==> config.mk <==
export PLATFORM = sky130hd
export DESIGN_NAME = ps2_host_tx
export DESIGN_NICKNAME = d
export VERILOG_FILES = /design/src/rtl/ps2_pkg.sv /design/src/rtl/ps2_line_filter.sv /design/src/rtl/ps2_host_tx.sv
export SDC_FILE = /design/constraint.sdc
export NUM_CORES = 1
export LEC_CHECK = 0
export ABC_AREA = 1
export BUFFER_PORTS_ARGS = -buffer_cell sky130_fd_sc_hd__buf_2
export CAP_MARGIN = 20
export CORE_MARGIN = 4
export CORE_UTILIZATION = 50
export DETAILED_ROUTE_END_ITERATION = 7
export PLACE_DENSITY_LB_ADDON = 0.1
export SYNTH_ARGS = -nofsm -noshare
export SYNTH_HDL_FRONTEND = slang
export SYNTH_SLANG_ARGS = --single-unit
==> constraint.sdc <==
create_clock -name clk -period 2.6 [get_ports clk]
set_clock_uncertainty 0.1 [all_clocks]
set_input_delay 0.26 -clock clk [delete_from_list [all_inputs] [get_ports clk]]
set_output_delay 0.26 -clock clk [all_outputs]
set_load 0.1 [all_outputs]
==> src/rtl/ps2_pkg.sv <==
// PS/2 shared definitions: command bytes, legacy scan codes, host-TX state encoding.
// Latency: n/a (constants and a combinational helper only).
// Backpressure: n/a.
package ps2_pkg;

   // Host-to-device command bytes and the device's acknowledge reply
   localparam logic [7:0] CMD_SET_LEDS = 8'hED;
   localparam logic [7:0] CMD_RESET    = 8'hFF;
   localparam logic [7:0] CMD_ENABLE   = 8'hF4;
   localparam logic [7:0] ACK          = 8'hFA;

   // Scan codes already consumed by the keyboard receiver (arrow keys)
   localparam logic [7:0] SC_UP    = 8'h75;
   localparam logic [7:0] SC_LEFT  = 8'h6b;
   localparam logic [7:0] SC_DOWN  = 8'h72;
   localparam logic [7:0] SC_RIGHT = 8'h74;

   // Host transmit sequencer states
   typedef enum logic [2:0] {
      ST_IDLE      = 3'd0,
      ST_INHIBIT   = 3'd1,
      ST_REQ       = 3'd2,
      ST_DATA      = 3'd3,
      ST_PARITY    = 3'd4,
      ST_STOP      = 3'd5,
      ST_ACK       = 3'd6,
      ST_WAIT_IDLE = 3'd7
   } ps2_tx_state_t;

   // PS/2 frames carry odd parity: the parity bit makes the 9-bit count of ones odd
   function automatic logic odd_parity(input logic [7:0] b);
      return ~^b;
   endfunction

endpackage

==> src/rtl/ps2_line_filter.sv <==
// PS/2 pin conditioner: 2-flop synchronizer followed by a run-length glitch filter.
// Latency: 2 sync cycles + FILTER_LEN matching samples before filt_out follows the pin.
// Backpressure: none; free-running sampler, one instance per PS/2 line.
module ps2_line_filter #(
   parameter int FILTER_LEN = 8
) (
   input  logic clk,
   input  logic reset,
   input  logic pin_in,
   output logic filt_out
);

   localparam int              CW       = $clog2(FILTER_LEN + 1);
   localparam logic [CW-1:0]   CNT_LAST = CW'(FILTER_LEN - 1);

   logic          sync1_q, sync1_d;
   logic          sync2_q, sync2_d;
   logic          filt_q,  filt_d;
   logic [CW-1:0] cnt_q,   cnt_d;

   // Count consecutive samples that disagree with the filtered level; flip once the run is long enough
   always_comb begin
      sync1_d = pin_in;
      sync2_d = sync1_q;
      filt_d  = filt_q;
      cnt_d   = '0;
      if (sync2_q != filt_q) begin
         if (cnt_q == CNT_LAST) begin
            filt_d = sync2_q;
         end else begin
            cnt_d = cnt_q + CW'(1);
         end
      end
   end

   // State register; an idle PS/2 line is high, so everything resets to 1
   always_ff @(posedge clk) begin
      if (reset) begin
         sync1_q <= 1'b1;
         sync2_q <= 1'b1;
         filt_q  <= 1'b1;
         cnt_q   <= '0;
      end else begin
         sync1_q <= sync1_d;
         sync2_q <= sync2_d;
         filt_q  <= filt_d;
         cnt_q   <= cnt_d;
      end
   end

   assign filt_out = filt_q;

endmodule

==> src/rtl/ps2_host_tx.sv <==
// PS/2 host-to-device byte transmitter: inhibit, request-to-send, 11 device-clocked bits, ack check.
// Latency: INHIBIT_CYCLES of clock hold, then paced by the device clock; done/error pulse at the end.
// Backpressure: tx_ready only in IDLE; tx_valid while busy is dropped, never queued.
module ps2_host_tx
   import ps2_pkg::*;
#(
   parameter int INHIBIT_CYCLES = 12000,
   parameter int FILTER_LEN     = 8,
   parameter int TIMEOUT_CYCLES = 2000000
) (
   input  logic       clk,
   input  logic       reset,
   input  logic       tx_valid,
   input  logic [7:0] tx_data,
   output logic       tx_ready,
   input  logic       ps2c_in,
   input  logic       ps2d_in,
   output logic       ps2c_drive_low,
   output logic       ps2d_drive_low,
   output logic       busy,
   output logic       tx_done,
   output logic       tx_error
);

   localparam int            IW       = $clog2(INHIBIT_CYCLES + 1);
   localparam int            TW       = $clog2(TIMEOUT_CYCLES + 1);
   localparam logic [IW-1:0] INH_LAST = IW'(INHIBIT_CYCLES - 1);
   localparam logic [TW-1:0] TMO_LAST = TW'(TIMEOUT_CYCLES - 1);

   ps2_tx_state_t state_q, state_d;
   logic [IW-1:0] inh_q,   inh_d;     // inhibit hold counter
   logic [TW-1:0] tmo_q,   tmo_d;     // clock-release-to-ack watchdog
   logic [8:0]    sh_q,    sh_d;      // {parity, data} frame payload
   logic [3:0]    bit_q,   bit_d;     // next payload bit to drive
   logic          c_low_q, c_low_d;
   logic          d_low_q, d_low_d;
   logic          nack_q,  nack_d;    // data level seen at the 11th falling edge
   logic          done_q,  done_d;
   logic          err_q,   err_d;
   logic          fc_prev_q, fc_prev_d;

   logic fc, fd, fall;

   ps2_line_filter #(.FILTER_LEN(FILTER_LEN)) u_filt_c (
      .clk      (clk),
      .reset    (reset),
      .pin_in   (ps2c_in),
      .filt_out (fc)
   );

   ps2_line_filter #(.FILTER_LEN(FILTER_LEN)) u_filt_d (
      .clk      (clk),
      .reset    (reset),
      .pin_in   (ps2d_in),
      .filt_out (fd)
   );

   // Device clock falling edge, taken on the filtered level so glitches never shift a bit
   assign fall = fc_prev_q & ~fc;

   // Sequencer: next state, line drives and status pulses; watchdog overrides everything after INHIBIT
   always_comb begin
      state_d   = state_q;
      inh_d     = inh_q;
      tmo_d     = '0;
      sh_d      = sh_q;
      bit_d     = bit_q;
      c_low_d   = 1'b0;
      d_low_d   = d_low_q;
      nack_d    = nack_q;
      done_d    = 1'b0;
      err_d     = 1'b0;
      fc_prev_d = fc;

      case (state_q)
         ST_IDLE: begin
            d_low_d = 1'b0;
            inh_d   = '0;
            bit_d   = '0;
            if (tx_valid) begin
               sh_d    = {odd_parity(tx_data), tx_data};
               state_d = ST_INHIBIT;
            end
         end
         ST_INHIBIT: begin
            if (inh_q == INH_LAST) begin
               inh_d   = '0;
               d_low_d = 1'b1;            // start bit, held while clock is released
               state_d = ST_REQ;
            end else begin
               inh_d = inh_q + IW'(1);
            end
         end
         ST_REQ: begin
            if (fall) begin
               d_low_d = ~sh_q[0];
               bit_d   = 4'd1;
               state_d = ST_DATA;
            end
         end
         ST_DATA: begin
            // bit index 8 is the parity bit, so the last data edge hands over to PARITY
            if (fall) begin
               d_low_d = ~sh_q[bit_q];
               if (bit_q == 4'd8) begin
                  state_d = ST_PARITY;
               end else begin
                  bit_d = bit_q + 4'd1;
               end
            end
         end
         ST_PARITY: begin
            if (fall) begin
               d_low_d = 1'b0;            // stop bit is a released (high) line
               state_d = ST_STOP;
            end
         end
         ST_STOP: begin
            if (fall) begin
               nack_d  = fd;
               state_d = ST_ACK;
            end
         end
         ST_ACK: begin
            if (nack_q) begin
               err_d   = 1'b1;
               state_d = ST_IDLE;
            end else begin
               state_d = ST_WAIT_IDLE;
            end
         end
         ST_WAIT_IDLE: begin
            d_low_d = 1'b0;
            if (fc && fd) begin
               done_d  = 1'b1;
               state_d = ST_IDLE;
            end
         end
         default: begin
            d_low_d = 1'b0;
            state_d = ST_IDLE;
         end
      endcase

      if (state_q != ST_IDLE && state_q != ST_INHIBIT) begin
         tmo_d = tmo_q + TW'(1);
         if (tmo_q == TMO_LAST) begin
            state_d = ST_IDLE;
            d_low_d = 1'b0;
            done_d  = 1'b0;
            err_d   = 1'b1;
         end
      end

      // Inhibit pulls clock for the whole hold and data only on its final cycle
      if (state_d == ST_INHIBIT) begin
         c_low_d = 1'b1;
         d_low_d = (inh_d == INH_LAST);
      end
   end

   // State and registered-output flops; line drives are registered so the pins never glitch
   always_ff @(posedge clk) begin
      if (reset) begin
         state_q   <= ST_IDLE;
         inh_q     <= '0;
         tmo_q     <= '0;
         sh_q      <= '0;
         bit_q     <= '0;
         c_low_q   <= 1'b0;
         d_low_q   <= 1'b0;
         nack_q    <= 1'b0;
         done_q    <= 1'b0;
         err_q     <= 1'b0;
         fc_prev_q <= 1'b1;
      end else begin
         state_q   <= state_d;
         inh_q     <= inh_d;
         tmo_q     <= tmo_d;
         sh_q      <= sh_d;
         bit_q     <= bit_d;
         c_low_q   <= c_low_d;
         d_low_q   <= d_low_d;
         nack_q    <= nack_d;
         done_q    <= done_d;
         err_q     <= err_d;
         fc_prev_q <= fc_prev_d;
      end
   end

   assign tx_ready       = (state_q == ST_IDLE);
   assign busy           = (state_q != ST_IDLE);
   assign ps2c_drive_low = c_low_q;
   assign ps2d_drive_low = d_low_q;
   assign tx_done        = done_q;
   assign tx_error       = err_q;

endmodule

# Word level (Yosys, flattened, before mapping)
# Cells that the tools add are included.
classes:
  addsub: 5
  order_cmp: 1
  eq_ne: 20
  mux: 37
  bitwise_logic: 7
  reduce_logical: 15
op_table:
  columns: ["op", "n"]
  rows:
  - ["two-way mux 3 bit", 11]
  - ["equality test 14 bit, second input constant", 2]
  - ["case mux 14 bit (2 select lines)", 1]
  - ["case mux 3 bit (8 select lines)", 1]
  - ["adder 21 x 1 -> 21 bit, second input constant", 1]
  - ["equality test 21 bit, second input constant", 1]
  - ["two-way mux 1 bit", 17]
  - ["adder 14 x 1 -> 14 bit, second input constant", 1]
  - ["two-way mux 14 bit", 1]
  - ["adder 4 x 1 -> 4 bit, second input constant", 3]
  - ["equality test 3 bit, second input constant", 4]
  - ["two-way mux 4 bit", 3]
  - ["case mux 4 bit (3 select lines)", 1]
  - ["equality test 4 x 3 -> 1 bit, second input constant", 2]
  - ["AND reduction 2 bit", 4]
  - ["XNOR reduction 8 bit", 1]
  - ["equality test 3 x 1 -> 1 bit, second input constant", 2]
  - ["equality test 3 x 2 -> 1 bit, second input constant", 2]
  - ["!= test 2 bit, second input constant", 3]
  - ["NOT 1 bit", 6]
  - ["nonzero test 3 bit", 2]
  - ["OR reduction 3 bit", 2]
  - ["less-than comparator 4 x 5 -> 1 bit, second input constant", 1]
  - ["case mux 1 bit (5 select lines)", 1]
  - ["9 further kinds", 12]
totals:
  regBits: 71
  output_inout_bits: 6

# Depth between registers and ports, before layout
# Gate-level depths: netlist of run 1.
depth:
  word_depth: 8
  mapped_depth: 14
  ltp_nobuf: 14

# Cells and area by module
# Synthesis of run 1 repeated with hierarchy kept, for this count alone.
unflattened:
  hier_cells: 540
  area_unflattened_um2: 3717.3
modules_own_cells:
  columns: ["module", "instances", "cells_each", "area_per_inst_um2", "seq_area_each_um2"]
  rows:
  - ["ps2_host_tx", 1, 482, 3189.3, 1141.1]
  - ["ps2_line_filter", 2, 29, 264.0, 140.1]

# Worst setup path after synthesis of run 1
# Ideal clock, no wire load.
synth_timing:
  path_type: "register to register"
  start: "register state_q[1]"
  end: "register sh_q[6]"
  setup_time_ns: 0.119
  arrival_time_ns: 2.440
  path_slack_ns: -0.060
  stages_incl_launch_ff: 9
  n_path_buf: 2
  path_cell_list: "dfxtp_1 buf_6 nor2_2 nand2_2 inv_1 nand2_1 buf_2 o21ai_0 a21oi_1"
synth_between:
  elab_chain_len: 2
synth_rtl:
  columns: ["item", "line", "source"]
  rows:
  - ["start: declaration", "ps2_host_tx.sv:30", "ps2_tx_state_t state_q, state_d;"]
  - ["start signal: assignment", "ps2_host_tx.sv:177", "state_q <= state_d;"]
  - ["logical NOT 3 bit", null, null]
  - ["via tx_ready", "ps2_host_tx.sv:15", "output logic tx_ready,"]
  - ["AND reduction 2 bit (no line)", null, null]
  - ["end signal: assignment", "ps2_host_tx.sv:168", "sh_q <= '0;"]
  - ["end signal: assignment", "ps2_host_tx.sv:180", "sh_q <= sh_d;"]
  - ["end: declaration", "ps2_host_tx.sv:33", "logic [8:0] sh_q, sh_d;"]
# The timed path passes the listed nets, and every way through them passes these cells.
# A chain may end at the register's enable or synchronous reset.

# Final worst setup path of run 1
layout_timing:
  start: "register state_q[2]"
  end: "register tmo_q[6]"
layout_between:
  elab_chain_len: 4
  elab_cells_between_ends: 5
  cone_classes: "eq/ne (1); bitwise (1); reduce/logical (3)"
layout_rtl:
  columns: ["item", "line", "source"]
  rows:
  - ["!= test 3 x 1 -> 1 bit / nonzero test 3 bit (equally long branches)", "ps2_host_tx.sv:145", "if (state_q != ST_IDLE && state_q != ST_INHIBIT) begin"]
  - ["logical AND 1 bit *", "ps2_host_tx.sv:145", null]
  - ["NOT 1 bit (no line) *", null, null]
  - ["OR reduction 2 bit (no line) *", null, null]
  - ["end signal: assignment", "ps2_host_tx.sv:179", "tmo_q <= tmo_d;"]
  - ["end: declaration", "ps2_host_tx.sv:32", "logic [TW-1:0] tmo_q, tmo_d;"]
# Mark *: on every way between the ends. The rest lies on a longest branch, timed or not.

==> results.toml, run 1 <==
[routing]
vias_per_cell = 5.00
drt_iter0_drc = 145
routedWlPerCell_um = 11.8
ant_nets = 0
num_vias = 3163
first_pass_iters = 5
wl_mm = 7.43
route.detailed.drc = 0

[synthesis]
yosys-mux-area-fraction_pct = 0
ys_ff_latch = 71
syn_area_per_cell_um2 = 7.01
synth-simple-area-share_pct = 34.5
synth_nets = 527
synth_top_family_by_area = "simple AND/OR/NAND/NOR gates"
synth-compound-area-share_pct = 11.3
synth_fa_ha_area_share_pct = 2.11
synth_area_um2 = 3560
seq_area_frac_synth_pct = 39.9
ys_types = 40
synth-xor-area-share_pct = 3.69
synthesis.instances = 508
yosys_warnings = 0

[die]
start_util_pct = 51.8
die_w_um = 92.4
placementRows = 30
die_h_um = 92.4
io_pins = 19
die_area_um2 = 8540
core_um2 = 6870

[power]
leakagePower_nw = 1.52
power_density_nw_per_um2 = 539
peakVddDrop_mv = 0.254
total_power_mw = 2.12

[timing]
whs_ns = 0.116
max_clock_freq_mhz = 482
layout_setup_ws_ns = 0.527
setup_tns_ns = 0
period_share_pct = 79.7
fin_crit_ns = 2.07
rsz0062_at_grt = "no"
setup_violations = 0
slew_violations = 0
tightest_slew_ns = 0.518
relSlewSlack_pct = 65.4
hold_violations = 0

[critical_path]
crit_path_cell_trace = "inv_2 -> nand2_2 -> nand2_4 -> nor2_4 -> clkinv_1 -> a21oi_1 -> o21a_1"
path_delay_family = "buffers and inverters"
cp_max_fo = 17
crit_type = "register to register"
cp.required_ns = 2.80
crit_arrival_ns = 2.27
cp-end-kind = "register"
worst_path_max_delay_cell = "dfxtp_1"
max_stage_delay_ns = 0.47
path_buf_inv = 2
startpoint_type = "register"

[grt]
grt_max_degree = 23
grt_overflow = 0
grt_antenna_before_repair = 0
grt_pass1_vias = 3021
grt_usage_pct = 18.9
grt_pass1_wl_mm = 13.0

[clock_network]
postCtsSetupRepairBufs = 0
worst_skew_pair.late_latency_ns = 0.35
root_buffer = "clkbuf_8"
clk_path_buf_depth = 2
cts.sinks = 71
cts_buffers = 9
clk_pin_slew_ns = 0.08
cts_tree = "done"
ctsHtreeMaxLevel = 3

[job]
max_cap_viol_count = 0

[layout]
final_layout_size_suffix_gt1_share_pct = 12.5
synthToLayoutAreaGrowth_pct = 10.3
fin_nets = 550
n_fill_cell = 682
n_antenna_cell = 0
utilization_pct = 57.2

[placed_design]
gp_congestion = 0.896
place.port_buffers = 18
dp_hpwl_mm = 5.48
dp_slack_ns = 0.530

[worst_hold_path]
hp-class = "input port to register"

[outcome]
status = "complete, no violations"
## synth_stat cells, drive strengths merged
library cell	number	share of area (%)
o21ai	27	3.8
a31oi	1	0.18
buf	5	1.1
o21bai	2	0.42
xor2	7	1.7
nand3b	4	0.84
ha	6	2.1
o31ai	1	0.21
and3	1	0.18
a21oi	35	5.0
clkinv	3	0.32
clkbuf	4	0.42
nor4	1	0.18
nand2	104	12
nor3b	2	0.42
nor2	80	9.6
dfxtp	71	40
a211oi	1	0.21
o21a	2	0.42
nand3	45	6.5
o22ai	1	0.18
a211o	1	0.25
or2	7	1.2
nor3	15	2.7
o211ai	3	0.63
xnor2	8	2.0
nand4	8	1.4
inv	63	6.6
## worst reg2reg max path, delay by kind of cell (launching register included)
family | cells | cell delay, ns
buffers and inverters | 2 | 0.53
AND/OR/NAND/NOR | 3 | 0.52
flip-flops | 1 | 0.47
AO/OA/AOI/OAI | 2 | 0.40
## timing repair
action                                  in CTS  in global routing
endpoints found under the setup margin       0                  0
hold buffers                                 2                  0
hold endpoints to repair                     2                  0
resized for setup                            0                  0
## routing by layer
metal  routed length (µm)  share of wire (%)  GRT usage (%)  up-vias
met5                    0                  0              0        -
met4                  133                1.8           8.04        0
met3                  365                4.9           5.36       13
met2                 3390                 46           29.9       67
met1                 3550                 48           23.9     1400
li1                     -                  -              -     1683
## metrics by stage
step / instance area [µm²] / instances
6_report: 3930 / 632
5_1_grt: 3930 / 632
4_1_cts: 3930 / 632
3_5_place_dp: 3730 / 614
3_3_place_gp: 3730 / 614
2_1_floorplan: 3560 / 508
## cells in the final DEF, fill, tap and decap left out, types with 8 or more instances in the layout
| cell type | count |
|---|---|
| inv_1 | 57 |
| o21ai_0 | 21 |
| nor2_1 | 70 |
| nor3_1 | 11 |
| a21oi_1 | 34 |
| dfxtp_1 | 71 |
| nand4_1 | 8 |
| clkbuf_8 | 10 |
| nand2_1 | 100 |
| buf_2 | 18 |
| nand3_1 | 44 |
| xnor2_1 | 8 |
## registers in the layout (all words and copies together) (netlist names), 3 cells and up
register	cells
tmo_q	21
inh_q	14
sh_q	9
bit_q	4
u_filt_c.cnt_q	4
u_filt_d.cnt_q	4
state_q	3
## report_power, final
part           internal [mW]  switching, mW  total [mW]
clock                  0.377          0.433       0.810
sequential              1.11         0.0126        1.12
combinational         0.0568          0.129       0.186
total                   1.54          0.575        2.12
## cells by family after synthesis
group	Yosys count
simple gates	267
xor+xnor	15
compound gates	74
flops	71
fa+ha+maj	6
buf+inv	75
## worst paths after layout
kind | slack, ns | startpoint | endpoint | depth (start not counted)
worst max register to register | 0.53 | state_q[2] | tmo_q[6] | 7
worst max-delay path | 0.53 | state_q[2] | tmo_q[6] | 7
worst min-delay path | 0.12 | tx_data[7] | sh_q[7] | 3
worst min register to register | 0.31 | u_filt_d.sync1_q | u_filt_d.sync2_q | 1
## final cells by class
| class | count | area (µm²) | area share, % |
|---|---|---|---|
| flip-flops and latches | 71 | 1420 | 36.2 |
| clock buffers | 10 | 138 | 3.50 |
| multi-input cells | 362 | 1840 | 46.8 |
| inverters | 66 | 251 | 6.40 |
| clock inverters | 6 | 43.8 | 1.11 |
| repair buffers | 21 | 118 | 2.99 |
| well taps | 96 | 120 | 3.06 |
Note: power is estimated with default switching activity, not from simulation.
==> run 2: changes to the inputs <==
--- a/config.mk
+++ b/config.mk
@@ -5,7 +5,7 @@
 export SDC_FILE = /design/constraint.sdc
 export NUM_CORES = 1
 export LEC_CHECK = 0
-export ABC_AREA = 1
+export ABC_AREA = 0
 export BUFFER_PORTS_ARGS = -buffer_cell sky130_fd_sc_hd__buf_2
 export CAP_MARGIN = 20
 export CORE_MARGIN = 4
==> constraint.sdc (replaced) <==
create_clock -name clk -period 1.7 [get_ports clk]
set_clock_uncertainty 0.1 [all_clocks]
set_input_delay 0.17 -clock clk [delete_from_list [all_inputs] [get_ports clk]]
set_output_delay 0.17 -clock clk [all_outputs]
set_load 0.1 [all_outputs]
==> run 2 against run 1 <==
Compared with the run above:
- the run now ends with setup timing left
- sequential share of layout area is 8.2 points lower
- combinational power is 78% higher
- hold slack worse by 0.011 ns
- largest cell class unchanged
- highest routed layer unchanged
==> results.toml, run 2 <==
[grt]
grt_usage_pct = 22.6
grt_overflow = 0
grt_pass1_vias = 3332
grt_antenna_before_repair = 0
grt_pass1_wl_mm = 15.2
grt_max_degree = 21

[placed_design]
gp_congestion = 0.853
dp_hpwl_mm = 5.83
placed_cells = 566
place.port_buffers = 18
dp_slack_ns = -0.463

[critical_path]
crit_type = "register to register"
r2r-start = "inh_q[0]"
cp_max_fo = 4
cp-end-kind = "register"
crit_arrival_ns = 2.35
reg2reg_to = "ps2d_drive_low"
cp.required_ns = 1.89
startpoint_type = "register"
reg2regPathDepth = 7
reg2reg_setup_slack_ns = -0.46
startpoint = "inh_q[0]"

[die]
start_util_pct = 52.5
io_pins = 19
die_h_um = 90.6
core_um2 = 6490
die_area_um2 = 8200
die_w_um = 90.6
placementRows = 29

[synthesis]
ys_top_cells_by_area = "dfxtp_1, nor2_1, xnor2_1"
syn_area_per_cell_um2 = 8.40
synth_nets = 425
synth-async-reset-ratio_pct = 0
yosys_warnings = 0
seq_area_frac_synth_pct = 41.7
yosys.area.top_type = "dfxtp_1"
ys_ff_latch = 71
synthesis.instances = 406
synth_commonest_cells = "dfxtp_1, nor2_1, nand2_1, a21oi_1, xnor2_1"
synth-edff-count = 0
ys_types = 50
yosysMostFrequentCell = "dfxtp_1"
ys.flop_type = "dfxtp_1"
synth_area_um2 = 3410
yosysTopAreaCellShare_pct = 41.7

[layout]
n_antenna_cell = 0
reg_top3 = "tmo_q (21), inh_q (14), sh_q (9)"
layout_commonest_cell = "buf_4"
synthToLayoutAreaGrowth_pct = 51.5
largest_reg_flops = 21
final_layout_size_suffix_gt1_share_pct = 42.2
final_cell_mix = "buf_4, dfxtp_1, nor2_1"
fin_nets = 554
n_fill_cell = 415
fin_cells = 617
largest_register = "tmo_q"
utilization_pct = 79.5

[clock_network]
cts_tree = "done"
clk_path_buf_depth = 2
root_buffer = "clkbuf_8"
cts.sinks = 71
clk_pin_slew_ns = 0.08
cts_buffers = 9
ctsHtreeMaxLevel = 3
worst_skew_pair.late_latency_ns = 0.36

[timing]
setup_tns_ns = -5.07
rsz0062_at_grt = "yes"
slew_violations = 0
layout_setup_ws_ns = -0.460
max_clock_freq_mhz = 463
setup_violations = 34
relSlewSlack_pct = 67.2
fin_crit_ns = 2.16
period_share_pct = 127
tightest_slew_ns = 0.496
hold_violations = 0

[routing]
drt_iter0_drc = 177
wl_mm = 9.81
num_vias = 3481
route.detailed.drc = 0
ant_nets = 0
vias_per_cell = 5.64
routedWlPerCell_um = 15.9
first_pass_iters = 6

[worst_hold_path]
hp-class = "input port to register"
hp-start = "reset"
min_path_cells = 3
hold_path_end = "inh_q[4]"

[power]
peakVddDrop_mv = 0.524
power_density_nw_per_um2 = 654
leakagePower_nw = 1.97

[outcome]
status = "finished, violations left"
violations = "setup timing"

[job]
max_cap_viol_count = 0
==> run 2: cell count changes in the layout (fill, tap and decap cells not counted), moves of 28 or more <==
cell,before,now
nand3_1,44,16
nor2_1,70,41
inv_1,57,7
buf_4,1,85
nand2_1,100,22
==> run 2: worst max path at each step <==
stage	slack, ns	to	depth (start not counted)
6_report	-0.46	ps2d_drive_low	7
5_1_grt	-0.54	ps2d_drive_low	7
4_1_cts	-0.44	ps2d_drive_low	6
3_5_place_dp	-0.46	ps2d_drive_low	6
3_3_place_gp	-0.41	ps2d_drive_low	6
2_1_floorplan	-0.53	busy	5
==> run 2: what timing repair did <==
item / CTS / global route
endpoints found under the hold margin: 10 / 0
cloned: 1 / 3
hold buffers: 11 / 0
pin swaps: 18 / 20
resized for setup: 37 / 62
setup endpoints to repair: 34 / 56
buffers inserted: 10 / 13
==> run 2: final cells by class <==
cell class | instances | area (µm²) | share of cell area [%]
multi-input combinational | 309 | 2250 | 43.5
sequential | 71 | 1440 | 27.9
timing repair buffer | 134 | 1140 | 22.1
clock buffer | 10 | 149 | 2.88
tap | 77 | 96.3 | 1.87
clock inverter | 6 | 47.5 | 0.921
inverter | 10 | 37.5 | 0.727
==> run 2: kinds of logic (layout without fill, tap and decap cells) <==
kind of cell | Yosys count | in the layout | synth area share [%]
buffers and inverters | 28 | 160 | 3.16
AND/OR/NAND/NOR | 192 | 194 | 29.4
AO/OA/AOI/OAI | 68 | 68 | 12.1
multiplexers | 5 | 5 | 2.24
flip-flops | 71 | 71 | 41.7
XOR/XNOR | 36 | 36 | 9.25
adder cells (fa/ha/maj) | 6 | 6 | 2.20
==> run 2: metrics by stage <==
step	total power [mW]	area, µm²	hold WS, ns
2_1_floorplan	1.90	3550	0.174
3_3_place_gp	1.98	4290	0.255
3_5_place_dp	1.98	4290	0.260
4_1_cts	3.35	4830	0.0665
5_1_grt	3.50	5160	0.104
6_report	3.38	5160	0.105
==> run 2: critical path: stages (launching register included) <==
cell and delay (ns):
dfxtp_4 0.36, ha_4 0.16, nand4_1 0.12, or4_4 0.18, nand3_4 0.07, or4b_1 0.50, or4b_1 0.47, o21ai_1 0.12
==> run 2: report_power, final <==
part / leakage [nW] / switching, mW / total, mW / internal (mW)
clock: 0.0950 / 0.717 / 1.35 / 0.632
combinational: 1.30 / 0.177 / 0.331 / 0.155
sequential: 0.581 / 0.0175 / 1.70 / 1.68
==> run 2: layer usage <==
layer,part of all wire [%],track usage [%],up-vias,routed length (µm)
met5,0,0,-,0
met1,43,28.1,1667,4180
met2,51,38.4,104,4980
li1,-,-,1691,-
met4,1.5,8.29,0,149
met3,5.2,4.75,19,507
==> run 3: changes to the inputs <==
--- a/config.mk
+++ b/config.mk
@@ -9,7 +9,7 @@
 export BUFFER_PORTS_ARGS = -buffer_cell sky130_fd_sc_hd__buf_2
 export CAP_MARGIN = 20
 export CORE_MARGIN = 4
-export CORE_UTILIZATION = 50
+export CORE_UTILIZATION = 54
 export DETAILED_ROUTE_END_ITERATION = 7
 export PLACE_DENSITY_LB_ADDON = 0.1
 export SYNTH_ARGS = -nofsm -noshare
==> run 3 against run 2 <==
Compared with the run above:
- hold slack lost 0.060 ns
- the flow still finishes with violations (setup timing)
- non-clock buffer count shrank 2
- global-route usage grew 4.0 points
- setup slack lost 0.092 ns
- sequential cell count is the same
- power shrank 3.0%
- clock-buffer cell count is the same
- critical path depth grew 1
- largest cell class unchanged
==> results.toml, run 3 (same netlist as run 2, synthesis figures left out) <==
[clock_network]
ctsHtreeMaxLevel = 3
cts.sinks = 71
worst_skew_pair.late_latency_ns = 0.36
cts_buffers = 9
cts_tree = "done"
root_buffer = "clkbuf_8"
clk_path_buf_depth = 2
clk_pin_slew_ns = 0.08

[placed_design]
place.port_buffers = 18
dp_slack_ns = -0.467
dp_hpwl_mm = 5.77
placed_cells = 561
gp_congestion = 0.858

[timing]
setup_tns_ns = -4.86
fin_crit_ns = 2.25
setup_violations = 33
max_clock_freq_mhz = 444
hold_violations = 0
period_share_pct = 132
slew_violations = 0
whs_ns = 0.0456
layout_setup_ws_ns = -0.552
rsz0062_at_grt = "yes"
tightest_slew_ns = 0.489
relSlewSlack_pct = 67.6

[layout]
layout_commonest_cell = "buf_4"
largest_register = "tmo_q"
final_layout_size_suffix_gt1_share_pct = 43.6
final_cell_mix = "buf_4, dfxtp_1, nor2_1"
multi_input_area_um2 = 2270
fin_nets = 552
final-seq-area_um2 = 1440
fin_cells = 612
n_fill_cell = 313
reg_top3 = "tmo_q (21), inh_q (14), sh_q (9)"
utilization_pct = 85.3
synthToLayoutAreaGrowth_pct = 50.8
largest_reg_flops = 21
n_antenna_cell = 0

[routing]
vias_per_cell = 5.92
ant_nets = 0
drt_iter0_drc = 272
routedWlPerCell_um = 17.9
wl_mm = 10.9
first_pass_iters = 6
route.detailed.drc = 0
num_vias = 3621

[die]
core_um2 = 6030
start_util_pct = 56.6
die_w_um = 87.5
die_h_um = 87.5
die_area_um2 = 7650
io_pins = 19
placementRows = 28

[power]
power_density_nw_per_um2 = 638
leakagePower_nw = 1.95
peakVddDrop_mv = 0.736

[worst_hold_path]
hp-start = "reset"
hp-class = "input port to register"
min_path_cells = 2
hold_path_end = "inh_q[1]"

[job]
max_cap_viol_count = 0

[critical_path]
r2r-start = "inh_q[1]"
reg2reg_to = "ps2d_drive_low"
cp-end-kind = "register"
startpoint_type = "register"
cp_max_fo = 3
crit_type = "register to register"
reg2reg_setup_slack_ns = -0.55
cp.required_ns = 1.89
crit_arrival_ns = 2.44
reg2regPathDepth = 8

[grt]
grt_antenna_before_repair = 0
grt_max_degree = 30
grt_overflow = 0
grt_pass1_wl_mm = 15.8
grt_pass1_vias = 3403
grt_usage_pct = 26.6

[outcome]
status = "finished, violations left"
violations = "setup timing"
run 3: cell count changes in the layout (fill, tap and decap cells not counted), sizes merged:
cell	before	now
buf	122	121
clkinv	1	4
clkinvlp	2	1
dlygate4sd3	11	10
inv	13	10
run 3: through the flow:
stage                     instance area [µm²]  total power [mW]
after floorplan                          3550              1.90
after global placement                   4280              1.98
after detailed placement                 4280              1.99
after CTS                                4880              3.24
after global routing                     5140              3.40
final                                    5140              3.28
run 3: how the worst max path moves through the flow:
stage,from,endpoint
after CTS,inh_q[0],ps2d_drive_low
after global placement,inh_q[1],ps2d_drive_low
after floorplan,state_q[1],busy
final,inh_q[1],ps2d_drive_low
after global routing,inh_q[1],ps2d_drive_low
after detailed placement,inh_q[1],ps2d_drive_low
run 3: where the power goes:
group          total (mW)  internal, mW  switching [mW]  leakage, nW
registers            1.71          1.68          0.0226        0.582
logic               0.355         0.160           0.195         1.28
clock network        1.22         0.560           0.658       0.0881
total                3.28          2.40           0.876         1.95
run 3: area by class of cell:
type / count / area share, %
sequential: 71 / 28.1
multi-input combinational: 309 / 44.2
tap: 75 / 1.83
inverter: 10 / 0.730
clock buffer: 10 / 2.68
timing repair buffer: 132 / 21.8
clock inverter: 5 / 0.681
run 3: repair_timing:
action                     4_1_cts  5_1_grt
pin swaps                       42       26
hold endpoints to repair        10        0
setup endpoints to repair       34       56
setup buffers                   17       10
hold buffers                    10        0
gates cloned                     2        1
resized for setup               58       51
run 3: routing by layer:
layer | up-vias | global-route usage, % | routed length [µm] | share of wire (%)
li1 | 1691 | - | - | -
met1 | 1687 | 32.2 | 4290 | 39
met2 | 181 | 43.8 | 5400 | 49
met3 | 62 | 5.39 | 725 | 6.6
met4 | 0 | 14.6 | 524 | 4.8
met5 | - | 0 | 0 | 0
run 3: worst max-delay path, cell delays in order (launching register included):
cell	delay (ns)
dfxtp_4	0.37
and4bb_1	0.27
buf_4	0.13
buf_4	0.11
nand2_1	0.10
nor4_1	0.32
xnor2_1	0.16
or4b_1	0.51
o21ai_1	0.12
